<file path="config.mk">
export PLATFORM = sky130hd
export DESIGN_NAME = sipo_deframer
export DESIGN_NICKNAME = d
export VERILOG_FILES = /design/src/rtl/sipo_pkg.sv /design/src/rtl/sipo_shift.sv /design/src/rtl/sipo_deframer.sv
export SDC_FILE = /design/constraint.sdc
export NUM_CORES = 1
export LEC_CHECK = 0
export ABC_CLOCK_PERIOD_IN_PS = 1300
export BUFFER_PORTS_ARGS = -buffer_cell sky130_fd_sc_hd__buf_4
export CAP_MARGIN = 10
export CORE_UTILIZATION = 45
export CTS_CLUSTER_DIAMETER = 60
export DETAILED_ROUTE_END_ITERATION = 12
export GPL_ROUTABILITY_DRIVEN = 1
export GPL_TIMING_DRIVEN = 0
export PLACE_DENSITY = 0.65
export SYNTH_ARGS = -nofsm -noshare
export SYNTH_HDL_FRONTEND = slang
export SYNTH_HIERARCHICAL = 1
export SYNTH_SLANG_ARGS = --single-unit
</file>
<file path="constraint.sdc">
create_clock -name clk -period 1.3 [get_ports clk]
set_input_delay 0.26 -clock clk [delete_from_list [all_inputs] [get_ports clk]]
set_output_delay 0.26 -clock clk [all_outputs]
set_load 0.03 [all_outputs]
</file>
<file path="src/rtl/sipo_pkg.sv">
// rtl/sipo_pkg.sv - shared states and line levels for the serial deframer
package sipo_pkg;

  typedef enum logic [1:0] {
    IDLE,
    DATA,
    STOP
  } state_e;

  localparam logic START_BIT  = 1'b0;
  localparam logic STOP_BIT   = 1'b1;
  localparam logic IDLE_LEVEL = 1'b1;

endpackage

</file>
<file path="src/rtl/sipo_shift.sv">
// rtl/sipo_shift.sv - WIDTH-bit serial-in shift register, direction set by MSB_FIRST
module sipo_shift #(
  parameter int WIDTH     = 4,
  parameter bit MSB_FIRST = 1'b1
) (
  input  logic             clk,
  input  logic             rst,
  input  logic             shift_en_i,
  input  logic             sin_i,
  output logic [WIDTH-1:0] q_o
);

  logic [WIDTH-1:0] q_q;
  logic [WIDTH-1:0] q_d;

  // Shifting toward the MSB leaves the first bit received in q[WIDTH-1].
  always_comb begin
    if (MSB_FIRST) begin
      q_d = {q_q[WIDTH-2:0], sin_i};
    end else begin
      q_d = {sin_i, q_q[WIDTH-1:1]};
    end
  end

  always_ff @(posedge clk or posedge rst) begin
    if (rst) begin
      q_q <= '0;
    end else if (shift_en_i) begin
      q_q <= q_d;
    end
  end

  assign q_o = q_q;

endmodule

</file>
<file path="src/rtl/sipo_deframer.sv">
// rtl/sipo_deframer.sv - start/data/stop frame receiver with a valid/ready word output
module sipo_deframer
  import sipo_pkg::*;
#(
  parameter int WIDTH     = 4,
  parameter bit MSB_FIRST = 1'b1
) (
  input  logic             clk,
  input  logic             rst,
  input  logic             sin,
  output logic [WIDTH-1:0] po,
  output logic             po_valid,
  input  logic             po_ready,
  output logic             frame_err,
  output logic             overrun,
  output logic             busy
);

  localparam int CW = (WIDTH > 1) ? $clog2(WIDTH) : 1;
  localparam logic [CW-1:0] LAST_BIT = CW'(WIDTH - 1);

  state_e           state_q, state_d;
  logic [CW-1:0]    cnt_q, cnt_d;
  logic [WIDTH-1:0] po_q, po_d;
  logic             po_valid_q, po_valid_d;
  logic             frame_err_q, frame_err_d;
  logic             overrun_q, overrun_d;
  logic             shift_en;
  logic             commit;
  logic [WIDTH-1:0] word;

  sipo_shift #(
    .WIDTH     (WIDTH),
    .MSB_FIRST (MSB_FIRST)
  ) u_shift (
    .clk        (clk),
    .rst        (rst),
    .shift_en_i (shift_en),
    .sin_i      (sin),
    .q_o        (word)
  );

  always_comb begin
    state_d     = state_q;
    cnt_d       = cnt_q;
    shift_en    = 1'b0;
    commit      = 1'b0;
    frame_err_d = 1'b0;
    overrun_d   = 1'b0;
    po_d        = po_q;
    po_valid_d  = po_valid_q;

    unique case (state_q)
      IDLE: begin
        if (sin == START_BIT) begin
          state_d = DATA;
          cnt_d   = '0;
        end
      end
      DATA: begin
        shift_en = 1'b1;
        // Clear on the last bit so the counter never wraps inside a frame.
        if (cnt_q == LAST_BIT) begin
          state_d = STOP;
          cnt_d   = '0;
        end else begin
          cnt_d = cnt_q + CW'(1);
        end
      end
      STOP: begin
        state_d = IDLE;
        if (sin == STOP_BIT) begin
          commit = 1'b1;
        end else begin
          frame_err_d = 1'b1;
        end
      end
      default: state_d = IDLE;
    endcase

    // An accept on the commit edge frees the slot for the new word.
    if (commit) begin
      if (!po_valid_q || po_ready) begin
        po_d       = word;
        po_valid_d = 1'b1;
      end else begin
        overrun_d = 1'b1;
      end
    end else if (po_valid_q && po_ready) begin
      po_valid_d = 1'b0;
    end
  end

  always_ff @(posedge clk or posedge rst) begin
    if (rst) begin
      state_q     <= IDLE;
      cnt_q       <= '0;
      po_q        <= '0;
      po_valid_q  <= 1'b0;
      frame_err_q <= 1'b0;
      overrun_q   <= 1'b0;
    end else begin
      state_q     <= state_d;
      cnt_q       <= cnt_d;
      po_q        <= po_d;
      po_valid_q  <= po_valid_d;
      frame_err_q <= frame_err_d;
      overrun_q   <= overrun_d;
    end
  end

  assign po        = po_q;
  assign po_valid  = po_valid_q;
  assign frame_err = frame_err_q;
  assign overrun   = overrun_q;
  assign busy      = (state_q != IDLE);

endmodule

</file>
# == After elaboration in Yosys (flattened, before gate mapping) ==
# Cells that the tools add are included.
# word_totals
register_bits,15
out_inout_bits,8
# classes
addsub,1
n_eq_ne,6
n_mux,16
reduce_logical,11
# op_table
cell,n
$mux 1,10
$mux 2,4
$pmux 2 s2,2
$reduce_and 2->1,4
$reduce_bool 2->1,3
$eq 2x2->1 const B,2
$ne 2x2->1 const B,2
$add 2x1->2 const B,1
$eq 2x1->1 const B,1
$logic_not 2->1,1
$ne 2x1->1 const B,1
$logic_and 1x1->1,1
$logic_not 1->1,1
$logic_or 1x1->1,1

# == Depth between registers and ports, before layout ==
# Gate-level depths: netlist of run 1.
# logic_depth
depth_word,4
mapped_depth,3
mapped_depth_nobuf,3

# == Hierarchy ==
# Netlist of run 1, hierarchy kept.
# modules_own_cells
mod,n_inst,cells_per_inst,area_per_inst_um2
sipo_deframer,1,32,446.7
sipo_shift,1,9,148.9

# == Worst setup path before layout of run 1 ==
# No wires, ideal clock.
# synth_timing
path_kind,register -> register
from,"reg po_valid_q, in the netlist po_valid"
to,"reg po_q[0], in the netlist po[0]"
setup_ns,0.125
arrival_time_ns,1.130
setup_slack_ns,0.045
path_stages_with_launch,4
synth_period_minus_slack_ns,1.255
path_cell_list,dfrtp_1 -> nand2b_1 -> nor2b_4 -> mux2_2
# synth_via
elab_chain_cells,3
# synth_lines
element,line_no,text
"start, declared",sipo_deframer.sv:25,"logic po_valid_q, po_valid_d;"
"start signal, assigned",sipo_deframer.sv:106,po_valid_q <= po_valid_d;
$logic_not 1->1,sipo_deframer.sv:83,if (!po_valid_q || po_ready) begin
$logic_or 1x1->1,sipo_deframer.sv:83,
$reduce_and 2->1 (no line),n/a,
"end signal, assigned",sipo_deframer.sv:105,po_q <= po_d;
"end, declared",sipo_deframer.sv:24,"logic [WIDTH-1:0] po_q, po_d;"
# Every way passes these cells.
# A chain may end at the register's enable or synchronous reset.

# == Final worst setup path of run 1 ==
# layout_timing
from,reg state_q[0]
to,"reg po_q[1], in the netlist po[1]"
# layout_via
elab_chain_cells,3
# layout_lines
element,line_no,text
"start, declared",sipo_deframer.sv:22,"state_e state_q, state_d;"
"start signal, assigned",sipo_deframer.sv:103,state_q <= state_d;
$eq 2x2->1,sipo_deframer.sv:53,unique case (state_q)
$mux 1,sipo_deframer.sv:53,
$reduce_and 2->1 (no line),n/a,
# Every way passes these cells.

==> results of run 1 <==
## through the flow
stage / hold WS [ps] / util
5_1_grt: 184 / 0.678
4_1_cts: 170 / 0.645
3_3_place_gp: 153 / 0.594
3_5_place_dp: 179 / 0.594
2_1_floorplan: 26.1 / -
6_report: 187 / 0.678
## worst paths after layout
kind	start	end	slack, ps	cells past startpoint
worst min register to register	u_shift/q_o[3]	po[3]	520	1
worst min-delay path	sin	frame_err	190	2
max in group asynchronous	rst	po[0]	460	3
worst max-delay path	state_q[0]	po[1]	-40	4
worst max register to register	state_q[0]	po[1]	-40	4
min in group asynchronous	rst	u_shift/q_o[0]	440	3
## per-layer routing
metal | routed length, um | vias to the layer above | global-route usage
li1 | - | 177 | -
met4 | 7 | 0 | 0.129
met2 | 520 | 8 | 0.271
met5 | 0 | - | 0
met1 | 442 | 175 | 0.206
met3 | 34 | 2 | 0.0349
## cells in the mapped netlist
master / n
a22o_1: 2
nor2_1: 3
a21o_2: 1
and2_1: 1
inv_1: 3
nor3b_1: 1
or2_2: 1
dfrtp_1: 15
nor2b_4: 1
nand3b_4: 1
mux2_2: 8
a21oi_1: 1
ha_1: 1
nand2b_1: 1
nand2_1: 1
## flip-flops by register name (all words and copies together), names as in the netlist
| name | count |
|---|---|
| frame_err | 1 |
| cnt_q | 2 |
| state_q | 2 |
| po_valid | 1 |
| po | 4 |
| overrun | 1 |
| u_shift/q_o | 4 |
## kinds of logic after synthesis
logic type	Yosys count
flops	15
simple gates	10
mux	8
compound gates	4
buf+inv	3
fa+ha+maj	1
## critical path: stages, from the launching register on
cell and delay [ps]:
dfrtp_1 420, buf_6 130, nand3b_4 150, nor2b_4 200
mux2_4 320
## where the power goes
| part | leakage, nW | internal [mW] | switching (mW) |
|---|---|---|---|
| combinational | 0.221 | 0.480 | 0.408 |
| clock | 0.0150 | 0.119 | 0.135 |
| sequential | 0.187 | 0.656 | 0.126 |
## layout make-up
class	instances	area share
sequential	15	0.472
multi-input combinational	23	0.294
tap	14	0.0220
inverter	3	0.0142
clock buffer	4	0.0331
timing repair buffer	16	0.164
## repair_timing
item / in CTS / in global routing
pin swaps: 1 / 0
resized for setup: 3 / 6
endpoints found under the setup margin: 5 / 9
buffers inserted: 2 / 2
endpoints found under the hold margin: 15 / 0
hold buffers: 1 / 0
==> results.py, run 1 <==
metrics = {
    "drt": {
        "via_per_inst": 4.83,
        "routedWlPerCell_um": 13.4,
        "vias": 362,
        "drt-initial-drc-count": 0,
        "ant_nets": 0,
        "drt-total-wl_mm": 1.00,
        "drc": 0,
        "drt_pass1_iterations": 1,
    },
    "finish": {
        "nFillCells": 83,
        "postLayoutCellArea_um2": 795,
        "drive_gt1_frac": 0.508,
        "area_delta_synth_final_pct": 33.4,
        "layout_common_cells": "15 x dfrtp_1, 13 x buf_4, 4 x mux2_4, 4 x mux2_2",
        "nets": 67,
        "multi_input_area_um2": 234,
        "regArea_um2": 375,
        "antenna_cells": 0,
        "fin_cells": 75,
        "mostFrequentLayoutCell": "dfrtp_1",
    },
    "clocking": {
        "root_buffer": "clkbuf_4",
        "cts_sinks": 15,
        "cts_made_buffers": 3,
        "cts_tree": "built",
        "clkLatencyLatePin_ps": 270,
        "cts.clk_slew.worst_paths_ps": 80,
        "h-tree-depth": 1,
        "clockBufferDepth": 2,
    },
    "placed_design": {
        "place_congestion": 0.723,
        "place.port_buffers": 11,
        "dp.cells": 66,
        "hpwl_um": 679,
        "dp_slack_ps": -68.2,
        "dpl_cell_area_um2": 696,
    },
    "synthesis": {
        "synth_top_family_by_area": "multiplexers",
        "synth_largest_area_cell": "dfrtp_1",
        "yosysUniqueCellTypes": 15,
        "synth_nets": 46,
        "ys_seq_area_frac": 0.630,
        "syn_area_per_cell_um2": 14.5,
        "synth.mux.area_fraction": 0.151,
        "syn_area_um2": 596,
        "synthCells": 41,
        "yosysWarnings": 6,
        "synthAdderAreaFrac": 0.0210,
        "synth_area_leaders": "dfrtp_1 63%, mux2_2 15%, nand3b_4 3.4%",
        "synth_compound_area_frac": 0.0525,
        "ys_seq_elements": 15,
        "yosysTopAreaCellShare": 0.630,
        "synth_xor_area_frac": 0,
        "yosys.area_share.simple": 0.126,
    },
    "sta": {
        "finalHoldViolCount": 0,
        "slew_headroom": 0.720,
        "finalSetupViolCount": 5,
        "fin_ws_ps": -38.1,
        "worst_pin_slew_ps": 420,
        "skew_ps": 2.60,
        "finalCriticalPeriod_ps": 1340,
        "period_share": 1.03,
        "setup-tns-final_ps": -169,
        "rsz0062_at_grt": "yes",
        "final_max_slew_viol_count": 0,
        "fmax_ghz": 0.747,
    },
    "worst_setup_path": {
        "crit_required_ps": 1460,
        "end_kind": "flip-flop",
        "crit_path_start_kind": "flip-flop",
        "crit_arrival_ps": 1500,
        "setup.worst_path.class": "reg -> reg",
        "crit_fanout": 4,
    },
    "worst_hold_path": {
        "hp-class": "in -> reg",
    },
    "global_routing": {
        "grt_pass1_vias": 370,
        "antenna_found_initial": 0,
        "grt_pass1_wl_mm": 1.64,
        "grt.total_usage": 0.172,
        "grt_overflow": 0,
        "grt_max_degree": 12,
    },
    "pwr": {
        "leakage_nw": 0.422,
        "total_power_mw": 1.92,
        "powerDensity_nw_per_um2": 2420,
        "ir_worst_vdd_mv": 1.32,
    },
    "floorplanning": {
        "rows": 12,
        "core_um2": 1170,
        "die_x_um": 38.4,
        "start_util": 0.509,
        "io-pin-count": 12,
        "die_area_um2": 1470,
        "die_h_um": 38.4,
    },
    "outcome": {
        "outcome": "complete, but fails checks",
        "violations": "setup timing",
    },
    "job": {
        "drv_cap": 0,
    },
}
Power figures use the tool's default switching activity.
==> inputs of run 2 (changes only) <==
SYNTH_HIERARCHICAL = unset   (was 1)
==> run 2 against run 1 <==
  * The run still ends with setup timing left
  * Clock power grew 5%
  * Fmax grew 0.18%
  * Critical path type is now reg -> out
  * Total power shrank 4.5%
  * Die area shrank 0.99%
  * Clock skew grew 1.5 ps
==> results.py, run 2 <==
metrics = {
    "outcome": {
        "outcome": "complete, but fails checks",
        "violations": "setup timing",
    },
    "drt": {
        "via_per_inst": 5.13,
        "drc": 0,
        "drt-initial-drc-count": 4,
        "vias": 364,
        "routedWlPerCell_um": 12.9,
        "drt_pass1_iterations": 4,
        "ant_nets": 0,
        "drt-total-wl_um": 916,
    },
    "synthesis": {
        "synth_most_common_cell": "dfrtp_1",
        "yosysTopAreaCellShare": 0.637,
        "synth_common_cells": "15 x dfrtp_1, 8 x mux2_2, 2 x a22o_1, 2 x inv_1, 2 x nor2_1",
        "synth_nets": 45,
        "yosysUniqueCellTypes": 16,
        "synth_edf_count": 0,
        "ys_seq_elements": 15,
        "syn_area_per_cell_um2": 14.7,
        "synth_largest_area_cell": "dfrtp_1",
        "yosysWarnings": 0,
        "synth_ff_type": "dfrtp_1",
        "synth-async-reset-ratio": 1.00,
        "synthCells": 40,
        "ys_seq_area_frac": 0.637,
        "synth_area_leaders": "dfrtp_1 64%, mux2_2 15%, a22o_1 3.0%",
        "syn_area_um2": 589,
    },
    "finish": {
        "nFillCells": 91,
        "nets": 63,
        "multi_input_area_um2": 209,
        "final_util": 0.639,
        "mostFrequentLayoutCell": "dfrtp_1",
        "regArea_um2": 377,
        "layout_common_cells": "14 x dfrtp_1, 12 x buf_4, 8 x mux2_2, 3 x clkbuf_4",
        "area_delta_synth_final_pct": 25.3,
        "drive_gt1_frac": 0.509,
        "antenna_cells": 0,
    },
    "worst_setup_path": {
        "r2r_start": "state_q[0]",
        "crit_fanout": 3,
        "end_kind": "output port",
        "setup.worst_path.class": "reg -> out",
        "startpoint": "state_q[0]",
        "crit_path_start_kind": "flip-flop",
        "crit_required_ps": 1040,
        "crit_arrival_ps": 1080,
    },
    "floorplanning": {
        "die_area_um2": 1460,
        "die_x_um": 38.2,
        "core_um2": 1160,
        "io-pin-count": 12,
        "start_util": 0.510,
        "rows": 12,
        "die_h_um": 38.2,
    },
    "clocking": {
        "post_cts_hold_buffer_count": 0,
        "cts_tree": "built",
        "h-tree-depth": 1,
        "cts_made_buffers": 3,
        "root_buffer": "clkbuf_4",
        "clockBufferDepth": 2,
        "cts.clk_slew.worst_paths_ps": 90,
        "clkLatencyLatePin_ps": 280,
        "cts_sinks": 15,
    },
    "sta": {
        "timing.hold.ws_ps": 7.26,
        "finalCriticalPeriod_ps": 1340,
        "final_max_slew_viol_count": 0,
        "worst_pin_slew_ps": 532,
        "period_share": 1.03,
        "skew_ps": 4.09,
        "finalSetupViolCount": 5,
        "slew_headroom": 0.645,
        "fmax_ghz": 0.749,
        "fin_ws_ps": -35.6,
        "finalHoldViolCount": 0,
        "rsz0062_at_grt": "yes",
    },
    "pwr": {
        "powerDensity_nw_per_um2": 2490,
        "leakage_nw": 0.377,
        "ir_worst_vdd_mv": 1.13,
    },
    "global_routing": {
        "grt.total_usage": 0.144,
        "grt_pass1_vias": 342,
        "grt_max_degree": 16,
        "grt_pass1_wl_mm": 1.36,
        "grt_overflow": 0,
        "antenna_found_initial": 0,
    },
    "placed_design": {
        "hpwl_um": 654,
        "place_congestion": 0.702,
        "place.port_buffers": 11,
    },
    "worst_hold_path": {
        "hp-class": "in -> async",
    },
    "job": {
        "drv_cap": 0,
    },
}
==> run 2: cell types whose count changed after synthesis, sizes merged <==
cell,change
inv,-1
==> run 2: final cells by class <==
| type | instances | area share |
|---|---|---|
| tap | 14 | 0.0237 |
| timing repair buffer | 13 | 0.137 |
| inverter | 2 | 0.0102 |
| sequential | 15 | 0.510 |
| clock buffer | 4 | 0.0356 |
| multi-input combinational | 23 | 0.283 |
==> run 2: final timing paths <==
check                                 end  cells after the start  slack [ps]
min reg2reg                u_shift.q_o[3]                      1         510
max                                  busy                      2         -40
min                              po_valid                      2           7
min in group clk                frame_err                      2         160
max in group asynchronous      state_q[1]                      2         910
max reg2reg                         po[1]                      3         -20
==> run 2: stage by stage <==
stage	setup TNS [ps]	total power [mW]	worst slack, ps	area [um^2]	instances
after global routing	-273	1.94	-58.9	738	71
final	-68.3	1.84	-35.6	738	71
after floorplan	0	1.30	45.3	589	40
after CTS	-58.9	1.85	-26.4	738	71
after global placement	0	1.48	8.61	689	65
after detailed placement	-131	1.53	-36.0	689	65
==> run 2: where the power goes <==
part	switching [mW]	internal [mW]	leakage, nW
clock network	0.146	0.119	0.0150
registers	0.110	0.657	0.185
logic	0.393	0.411	0.177
==> run 2: cells by family (layout without fill, tap and decap cells) <==
family,count (synthesis),after routing,share of synthesized area
AO/OA/AOI/OAI,4,4,0.0510
multiplexers,8,8,0.153
buffers and inverters,2,19,0.0127
adder cells (fa/ha/maj),1,1,0.0212
flip-flops,15,15,0.637
AND/OR/NAND/NOR,10,10,0.125
==> run 2: metal layers <==
metal | up-vias | GRT usage | share of wire
met4 | 0 | 0.107 | 0.021
met3 | 2 | 0.0349 | 0.046
met1 | 182 | 0.164 | 0.44
met2 | 10 | 0.233 | 0.49
li1 | 170 | - | -
met5 | - | 0 | 0
==> run 2: worst max-delay path: stages, from the launching register on <==
cell and delay (ps):
dfrtp_1 400, or2_4 250, buf_6 140
==> run 2: repair_timing <==
item,CTS,global route
resized for setup,3,0
buffers inserted,2,0
setup endpoints to repair,5,5
